**config.mk**
```make
export PLATFORM = sky130hd
export DESIGN_NAME = ps2_receiver
export DESIGN_NICKNAME = d
export VERILOG_FILES = /design/src/rtl/ps2_receiver.sv
export SDC_FILE = /design/constraint.sdc
export NUM_CORES = 1
export LEC_CHECK = 0
export BUFFER_PORTS_ARGS = -buffer_cell sky130_fd_sc_hd__buf_4
export CORE_UTILIZATION = 50
export CTS_CLUSTER_DIAMETER = 40
export CTS_CLUSTER_SIZE = 20
export DETAILED_ROUTE_END_ITERATION = 12
export MAX_ROUTING_LAYER = met4
export PLACE_DENSITY = 0.73
export REMOVE_ABC_BUFFERS = 1
export SYNTH_ARGS = -nofsm -noshare
export SYNTH_HDL_FRONTEND = slang
export SYNTH_SLANG_ARGS = --single-unit
```
**constraint.sdc**
```tcl
create_clock -name clk -period 2.9 [get_ports clk]
set_input_delay 0.29 -clock clk [delete_from_list [all_inputs] [get_ports clk]]
set_output_delay 0.29 -clock clk [all_outputs]
set_load 0.1 [all_outputs]
```
**src/rtl/ps2_receiver.sv**
```systemverilog
`default_nettype none
// ============================================================================
// Module   : ps2_receiver
// Desc     : Receive-only PS/2 deserializer: sync, clock glitch filter, 11-bit
//            frame check, mid-frame timeout. Define PS2_PARITY_CHECK_EN to
//            drop frames that fail odd parity.
// Revision : 1.0 - initial release
// ============================================================================
module ps2_receiver #(
    parameter int FILTER_LEN  = 4,
    parameter int TIMEOUT_CYC = 50000
) (
    input  logic       clk,
    input  logic       rst_n,
    input  logic       ps2_clk,
    input  logic       ps2_data,
    output logic [7:0] ps2_byte,
    output logic       ps2_state,
    output logic       frame_err
);

    localparam int                c_TO_W      = $clog2(TIMEOUT_CYC + 1);
    localparam logic [3:0]        c_FILT_LAST = 4'(FILTER_LEN - 1);
    localparam logic [c_TO_W-1:0] c_TO_MAX    = c_TO_W'(TIMEOUT_CYC);

    localparam logic [1:0] c_IDLE   = 2'd0;
    localparam logic [1:0] c_DATA   = 2'd1;
    localparam logic [1:0] c_PARITY = 2'd2;
    localparam logic [1:0] c_STOP   = 2'd3;

    logic [1:0]        r_clk_sync;
    logic [1:0]        r_data_sync;
    logic              r_filt;
    logic              r_filt_prev;
    logic [3:0]        r_filt_cnt;
    logic [1:0]        r_state;
    logic [7:0]        r_shift;
    logic [2:0]        r_bit_cnt;
    logic [c_TO_W-1:0] r_timeout;
    logic [7:0]        r_byte;
    logic              r_ps2_state;
    logic              r_frame_err;
    logic              w_fall;
    logic              w_data;
    logic              w_parity_ok;

    // Sync flops reset to the idle (high) line level so a reset never fakes an edge
    always_ff @(posedge clk or negedge rst_n) begin
        if (!rst_n) begin
            r_clk_sync  <= 2'b11;
            r_data_sync <= 2'b11;
            r_filt      <= 1'b1;
            r_filt_prev <= 1'b1;
            r_filt_cnt  <= 4'd0;
        end else begin
            r_clk_sync  <= {r_clk_sync[0], ps2_clk};
            r_data_sync <= {r_data_sync[0], ps2_data};
            r_filt_prev <= r_filt;
            if (r_clk_sync[1] != r_filt) begin
                if (r_filt_cnt == c_FILT_LAST) begin
                    r_filt     <= ~r_filt;
                    r_filt_cnt <= 4'd0;
                end else begin
                    r_filt_cnt <= r_filt_cnt + 4'd1;
                end
            end else begin
                r_filt_cnt <= 4'd0;
            end
        end
    end

    assign w_fall = r_filt_prev & ~r_filt;
    assign w_data = r_data_sync[1];

`ifdef PS2_PARITY_CHECK_EN
    logic r_parity;

    always_ff @(posedge clk or negedge rst_n) begin
        if (!rst_n) begin
            r_parity <= 1'b0;
        end else if (w_fall && r_state == c_PARITY) begin
            r_parity <= w_data;
        end
    end

    assign w_parity_ok = ^{r_shift, r_parity};
`else
    assign w_parity_ok = 1'b1;
`endif

    always_ff @(posedge clk or negedge rst_n) begin
        if (!rst_n) begin
            r_state     <= c_IDLE;
            r_shift     <= 8'h00;
            r_bit_cnt   <= 3'd0;
            r_timeout   <= '0;
            r_byte      <= 8'h00;
            r_ps2_state <= 1'b0;
            r_frame_err <= 1'b0;
        end else begin
            r_ps2_state <= 1'b0;
            r_frame_err <= 1'b0;

            if (r_state == c_IDLE || w_fall) begin
                r_timeout <= '0;
            end else if (r_timeout != c_TO_MAX) begin
                r_timeout <= r_timeout + 1'b1;
            end

            // A falling edge in the same cycle as the timeout keeps the frame alive
            if (w_fall) begin
                case (r_state)
                    c_IDLE: begin
                        if (!w_data) begin
                            r_shift   <= 8'h00;
                            r_bit_cnt <= 3'd0;
                            r_state   <= c_DATA;
                        end
                    end
                    c_DATA: begin
                        r_shift   <= {w_data, r_shift[7:1]};
                        r_bit_cnt <= r_bit_cnt + 3'd1;
                        if (r_bit_cnt == 3'd7) begin
                            r_state <= c_PARITY;
                        end
                    end
                    c_PARITY: begin
                        r_state <= c_STOP;
                    end
                    c_STOP: begin
                        if (w_data && w_parity_ok) begin
                            r_byte      <= r_shift;
                            r_ps2_state <= 1'b1;
                        end else begin
                            r_frame_err <= 1'b1;
                        end
                        r_state <= c_IDLE;
                    end
                    default: r_state <= c_IDLE;
                endcase
            end else if (r_state != c_IDLE && r_timeout == c_TO_MAX) begin
                r_state     <= c_IDLE;
                r_frame_err <= 1'b1;
            end
        end
    end

    assign ps2_byte  = r_byte;
    assign ps2_state = r_ps2_state;
    assign frame_err = r_frame_err;

endmodule
`default_nettype wire

```
==> metrics.yaml, run 1 <==
logic_synthesis:
  netlist_instances: 193
  syn-cell-area_um2: 2256
  synth.avg_cell_area_um2: 11.69
  yosys_warnings: 0
  synth_cell_types: 36
  synth_seq_cells: 49
  yosysSeqAreaShare_pct: 54.69
cells_and_area:
  antenna_cells: 0
  finalNetCount: 222
  syn2layout_area_growth_pct: 10.70
  layout_commonest_cell: "dfrtp_1"
  mostFrequentLayoutCells: "dfrtp_1 (43), buf_4 (14), nand3_1 (12)"
  post-route-util_pct: 57.36
  multiInputGateArea_um2: 962.2
  finalNonFillerCells: 261
  fillers: 354
  seq_area_um2: 1234
  final_layout_size_suffix_gt1_share_pct: 19.62
grt:
  gr-total-overflow: 0
  grt_max_degree: 50
  antenna_found_initial: 0
  track_usage_pct: 18.37
  grt_pass1_wl_um: 6906
  grt_pass1_vias: 1501
worst_setup_path:
  cp_slowest_cell: "nor4_4"
  crit_fanout: 6
  cp-end-kind: "register"
  cp-start-kind: "register"
  crit_type: "reg -> reg"
  path_cells: "inv_1 -> ha_1 -> or4b_4 -> nor4_4 -> mux2_4"
  worstPathArrival_ns: 2.25
  cp.required_ns: 3.09
  slowest_delay_ns: 0.49
clocking:
  cts_tree: "built"
  cts_setup_buffers: 0
  cts_made_buffers: 5
  clock_latency_ns: 0.30
  root_buffer: "clkbuf_8"
  clk_path_buf_depth: 2
  cts_hold_buf: 0
  htree_levels: 2
  cts_num_sinks: 49
  clkTransAtPathRegs_ns: 0.09
  cts_resized: 0
flow_run:
  max_cap_violations: 0
floorplanning:
  num_rows: 24
  die_x_um: 69.17
  top_level_ports: 14
  core_um2: 4354
  initial_utilization_pct: 51.81
  die_h_um: 69.17
  dieArea_um2: 4784
timing:
  setup_viol: 0
  rsz0062_at_grt: "false"
  fin_crit_ns: 2.063
  hold_viol: 14
  drv_slew: 0
  fin_crit_sh_pct: 71.13
  fmax_ghz: 0.4848
  fin_skew_ns: 0.007307
  hold_ws_ns: -0.02202
  fin_tns_setup_ns: 0
  worstMarginPinSlew_ns: 0.7875
  relSlewSlack_pct: 47.27
drt:
  dr.pass1.iters: 4
  ant_nets: 0
  drcViolationCount: 0
  post_drt_wl_per_cell_um: 14.74
  drt_iter0_drc: 122
  wl_um: 3846
  viasPerCell: 5.828
  vias: 1521
pwr:
  leakagePower_uw: 0.001112
  vdd_drop_max_uv: 538.8
  p_per_area_nw_per_um2: 865.1
  power_uw: 2160
placed_design:
  dp.cells: 253
  dp_hpwl_um: 2580
  place_congestion: 0.8154
  io_buffers: 13
status:
  violations: "hold timing"
  outcome: "finished, violations left"
min_path:
  hp-class: "in -> async"
-- sequential cells by signal, summed over array words and instances (netlist names), 2 cells and up --
| name | count |
|---|---|
| r_timeout | 16 |
| r_bit_cnt | 3 |
| r_filt_cnt | 4 |
| r_shift | 8 |
| r_clk_sync | 2 |
| r_data_sync | 2 |
| ps2_byte | 8 |
| r_state | 2 |
-- cells by family (layout without fill, tap and decap cells) --
group,after synthesis,count (layout),share of synthesized area [%]
simple gates,64,64,17.30
flops,49,49,54.69
compound gates,34,34,10.32
mux,16,16,7.931
buf+inv,16,32,2.662
fa+ha+maj,10,10,5.546
xor+xnor,4,4,1.553
-- synthesized netlist by cell type --
| library cell | instances | area, µm² |
|---|---|---|
| o2bb2ai_1 | 1 | 8.760 |
| nor2b_1 | 3 | 18.77 |
| nand2b_1 | 3 | 18.77 |
| xor2_1 | 3 | 26.28 |
| nor3b_1 | 1 | 7.510 |
| nor3_1 | 5 | 25.02 |
| o21ai_0 | 4 | 20.02 |
| a21oi_1 | 8 | 40.04 |
| and3_1 | 1 | 6.260 |
| nor4_4 | 1 | 21.27 |
| a211oi_1 | 2 | 15.01 |
| nand3b_1 | 2 | 15.01 |
| nand4_1 | 5 | 31.28 |
| mux2i_1 | 4 | 40.04 |
| or4b_4 | 1 | 13.76 |
| o211ai_1 | 1 | 7.510 |
| inv_1 | 10 | 37.54 |
| nor4_1 | 4 | 25.02 |
| nand3_1 | 12 | 60.06 |
| dfrtp_1 | 43 | 1076 |
| xnor2_1 | 1 | 8.760 |
| clkbuf_1 | 6 | 22.52 |
| or4_1 | 7 | 52.55 |
| and4b_1 | 1 | 10.01 |
| or3_1 | 5 | 31.28 |
| a31oi_1 | 3 | 18.77 |
| nand2_1 | 7 | 26.28 |
| o31ai_1 | 5 | 37.54 |
| mux2_4 | 1 | 15.01 |
| o22ai_1 | 1 | 6.260 |
| a22o_1 | 9 | 78.83 |
| dfstp_2 | 6 | 157.7 |
| mux2_2 | 11 | 123.9 |
| ha_1 | 10 | 125.1 |
| and4_1 | 1 | 8.760 |
| nor2_1 | 5 | 18.77 |
-- worst max-delay path: cells and delay by family, from the launching register on --
family / cells / cell delay [ns]
multiplexers: 1 / 0.33
buffers and inverters: 1 / 0.10
adder cells (fa/ha/maj): 1 / 0.13
AND/OR/NAND/NOR: 2 / 0.95
flip-flops: 1 / 0.44
-- layer usage --
metal	up-vias	wire length [µm]	part of all wire, %	global-route usage [%]
li1	750	-	-	-
met1	746	1937	50	25.07
met2	18	1744	45	27.83
met3	7	102	2.7	3.488
met4	0	61	1.6	6.122
met5	-	0	0	-
-- path summary, 6_finish.rpt --
check	startpoint	end	slack, ns	depth (start not counted)
worst max-delay path	r_timeout[0]	r_timeout[0]	0.84	5
worst min-delay path	rst_n	r_timeout[10]	-0.02	1
worst max register to register	r_timeout[0]	r_timeout[0]	0.84	5
worst min register to register	r_data_sync[0]	r_data_sync[1]	0.36	0
max in group asynchronous	rst_n	r_timeout[3]	2.50	1
min in group clk	ps2_data	r_data_sync[0]	0.09	1
-- power breakdown --
| group | leakage (µW) | switching [µW] | internal, µW | total, µW |
|---|---|---|---|---|
| sequential | 0.000638 | 109 | 824 | 933 |
| clock | 0.0000445 | 220 | 194 | 414 |
| combinational | 0.000430 | 526 | 288 | 813 |
-- final cells by class --
class	count	area share, %
inverters	10	1.503
clock inverters	1	0.3006
clock buffers	7	3.457
flip-flops and latches	49	49.40
repair buffers	14	4.208
well taps	52	2.605
multi-input cells	128	38.53
-- metrics by stage --
step                worst slack [ns]  hold slack, ns  area (µm²)
global route                  0.7468         0.03564        2497
CTS                           0.8198         0.01299        2497
global placement              0.8733          0.3419        2404
finish                        0.8372        -0.02202        2497
detailed placement            0.8355          0.3455        2404
floorplan                     0.9590       -0.005591        2233
No activity file was read; power rests on OpenSTA's default activity.
==> inputs of run 2 (changes only) <==
Settings changed: ABC_AREA set to 1, PLACE_DENSITY 0.73 to 0.75.
Clock period 2.9 ns to 1.71 ns, I/O delays scaled along.
==> metrics.yaml, run 2 <==
timing:
  hold_viol: 0  # -14
  fin_tns_setup_ns: 0  # unchanged
  worstMarginPinSlew_ns: 0.5960  # -0.1915 ns
  fmax_ghz: 0.6541  # +35%
  drv_slew: 0  # unchanged
  fin_crit_sh_pct: 89.40  # +18 points
  setup_viol: 0  # unchanged
  fin_skew_ns: 0.007213  # -0.00009365 ns
  fin_crit_ns: 1.529  # -0.5340 ns
  relSlewSlack_pct: 60.27  # +13 points
  rsz0062_at_grt: "false"
grt:
  antenna_found_initial: 0  # unchanged
  track_usage_pct: 17.65  # -0.72 points
  grt_pass1_wl_um: 6831  # -1.1%
  grt_pass1_vias: 1585  # +5.6%
  grt_max_degree: 50  # unchanged
  gr-total-overflow: 0  # unchanged
cells_and_area:
  seq_area_um2: 1234  # unchanged
  antenna_cells: 0  # unchanged
  mostFrequentLayoutCells: "nand2_1 (52), dfrtp_1 (43), nor2_1 (38)"
  finalNetCount: 307  # +38%
  postLayoutCellArea_um2: 2716  # +8.8%
  fillers: 400  # +13%
  largest_register_ffs: 16  # unchanged
  final_layout_size_suffix_gt1_share_pct: 20.41  # +0.79 points
  layout_commonest_cell: "nand2_1"
  regMostFlops: "r_timeout"
  multiInputGateArea_um2: 1026  # +6.6%
  syn2layout_area_growth_pct: 12.08
min_path:
  whs_endpoint: "r_data_sync[1]"
  holdPathStages: 0
  hp-start: "r_data_sync[0]"
  hp-class: "reg -> reg"
drt:
  dr.pass1.iters: 4  # unchanged
  vias: 1741  # +14%
  viasPerCell: 5.032  # -14%
  post_drt_wl_per_cell_um: 11.67  # -21%
  wl_um: 4038  # +5.0%
  drt_iter0_drc: 73  # -40%
  drcViolationCount: 0  # unchanged
  ant_nets: 0  # unchanged
pwr:
  p_per_area_nw_per_um2: 1127  # +30%
  p_sw_share_pct: 33.82  # -5.7 points
  p_int_uw: 2026  # +55%
  netSwitchingPower_uw: 1036  # +21%
  pwr-share-seq_pct: 45.4  # +2.2 points
  vdd_drop_max_uv: 756.6  # +40%
  power_frac_clock_pct: 26.6  # +7.4 points
  leakagePower_uw: 0.001272  # +14%
  combPwrFrac_pct: 28.0  # -9.6 points
floorplanning:
  num_rows: 24  # unchanged
  top_level_ports: 14  # unchanged
  initial_utilization_pct: 53.81  # +2.0 points
  die_x_um: 71.62  # +3.5%
  core_um2: 4504  # +3.4%
  die_h_um: 71.62  # +3.5%
  dieArea_um2: 5129  # +7.2%
logic_synthesis:
  synth.avg_cell_area_um2: 8.943  # -23%
  synth_top_area_share_pct: 44.40  # -3.3 points
  synth_edf_count: 0  # unchanged
  yosys.cell_count.top_type: "nand2_1"
  synth_common_cells: "nand2_1 (52), dfrtp_1 (43), nor2_1 (38)"
  synth.largest_area_cell: "dfrtp_1"
  ys_async_sr_fraction_pct: 100.0  # unchanged
  yosysSeqAreaShare_pct: 50.90  # -3.8 points
  yosys_warnings: 0  # unchanged
  dominantRegCellSynth: "dfrtp_1"
  synth_seq_cells: 49  # unchanged
  syn-cell-area_um2: 2424  # +7.4%
  synth_area_leaders: "dfrtp_1 (44%), nand2_1 (8.1%), dfstp_2 (6.5%)"
  netlist_instances: 271  # +40%
  synth_cell_types: 33  # -8.3%
worst_setup_path:
  cp_top_family: "simple AND/OR/NAND/NOR gates"
  worstPathArrival_ns: 1.72  # -0.53 ns
  path_cells: "inv_1 -> ha_1 -> nor2_4 -> nand3_2 -> nand3_1 -> nand2_1"
  cp-start-kind: "register"
  rr_startpoint: "r_state[0]"
  slowest_delay_ns: 0.40  # -0.09 ns
  crit_fanout: 14  # +8
  crit_type: "reg -> reg"
  cp_slowest_cell: "dfrtp_1"
  path_buf_inv: 1  # unchanged
  worstRegToRegCells: 6  # +1
  reg2reg_slack_ns: 0.18  # -0.66 ns
  r2r-end: "r_state[1]"
  cp-end-kind: "register"
  cp.required_ns: 1.90  # -1.19 ns
clocking:
  cts_resized: 0  # unchanged
  htree_levels: 2  # unchanged
  cts_num_sinks: 49  # unchanged
  clock_latency_ns: 0.29  # about the same
  root_buffer: "clkbuf_8"
  clk_path_buf_depth: 2  # unchanged
  cts_made_buffers: 5  # unchanged
  clkTransAtPathRegs_ns: 0.09  # about the same
  cts_tree: "built"
flow_run:
  max_cap_violations: 0  # unchanged
status:
  outcome: "complete, no violations"
placed_design:
  dp_hpwl_um: 2981  # +16%
  postPlaceCellArea_um2: 2575  # +7.1%
  place_congestion: 0.8267  # +1.4%
  io_buffers: 13  # unchanged
==> run 2: cell count changes after synthesis, moves of 9 or more <==
cell,before,now
a22o_1,9,0
mux2_2,11,1
inv_1,10,28
o21ai_1,0,14
nor2_1,5,38
nand2_1,7,52
==> run 2: layout make-up <==
cell class | count | share of cell area [%]
sequential | 49 | 45.42
inverter | 38 | 5.343
clock buffer | 6 | 2.672
timing repair buffer | 17 | 4.975
multi-input combinational | 182 | 37.77
clock inverter | 2 | 1.428
tap | 52 | 2.395
==> run 2: worst max-delay path by stage <==
stage | startpoint | to | slack, ns | depth (start not counted)
final | r_state[0] | r_state[1] | 0.18 | 6
after global routing | r_state[0] | r_timeout[5] | 0.05 | 5
after CTS | r_state[0] | r_state[1] | 0.17 | 6
after detailed placement | r_state[0] | r_state[1] | 0.18 | 6
after global placement | r_state[0] | r_state[0] | 0.25 | 6
after floorplan | r_state[0] | r_state[0] | 0.37 | 9
==> run 2: metal layers <==
layer	global-route usage [%]	wire, µm	vias to the layer above
li1	-	-	906
met1	23.55	2002	811
met2	26.94	1862	22
met3	4.079	138	2
met4	5.447	34	0
met5	-	0	-
==> run 2: per-stage QoR <==
stage	worst slack [ns]	std cells	total power [µW]	hold WS, ns	util, %
after floorplan	0.3715	269	2083	-0.1246	-
after global placement	0.2487	335	2240	0.2219	57.17
after detailed placement	0.1803	335	2273	0.2301	57.17
after global routing	0.05160	346	3245	0.3632	60.31
after CTS	0.1702	346	3101	0.3617	60.31
final	0.1812	346	3062	0.3614	60.31
==> run 2: logic make-up after synthesis <==
logic type	synth area share, %
compound gates	7.176
xor+xnor	1.807
fa+ha+maj	5.163
buf+inv	6.764
flops	50.90
mux	0.4646
simple gates	27.72
==> run 2: repair_timing <==
item | in CTS | in global routing
hold endpoints to repair | 45 | 0
buffers inserted | 0 | 0
setup endpoints to repair | 0 | 0
hold buffers | 3 | 0
==> run 2: power by group through the flow <==
stage	registers, µW	logic (µW)	clock network [µW]
3_3_place_gp	1410	832	0
2_1_floorplan	1400	681	0
5_1_grt	1410	966	873
3_5_place_dp	1410	859	0
6_report	1390	858	814
4_1_cts	1390	867	842
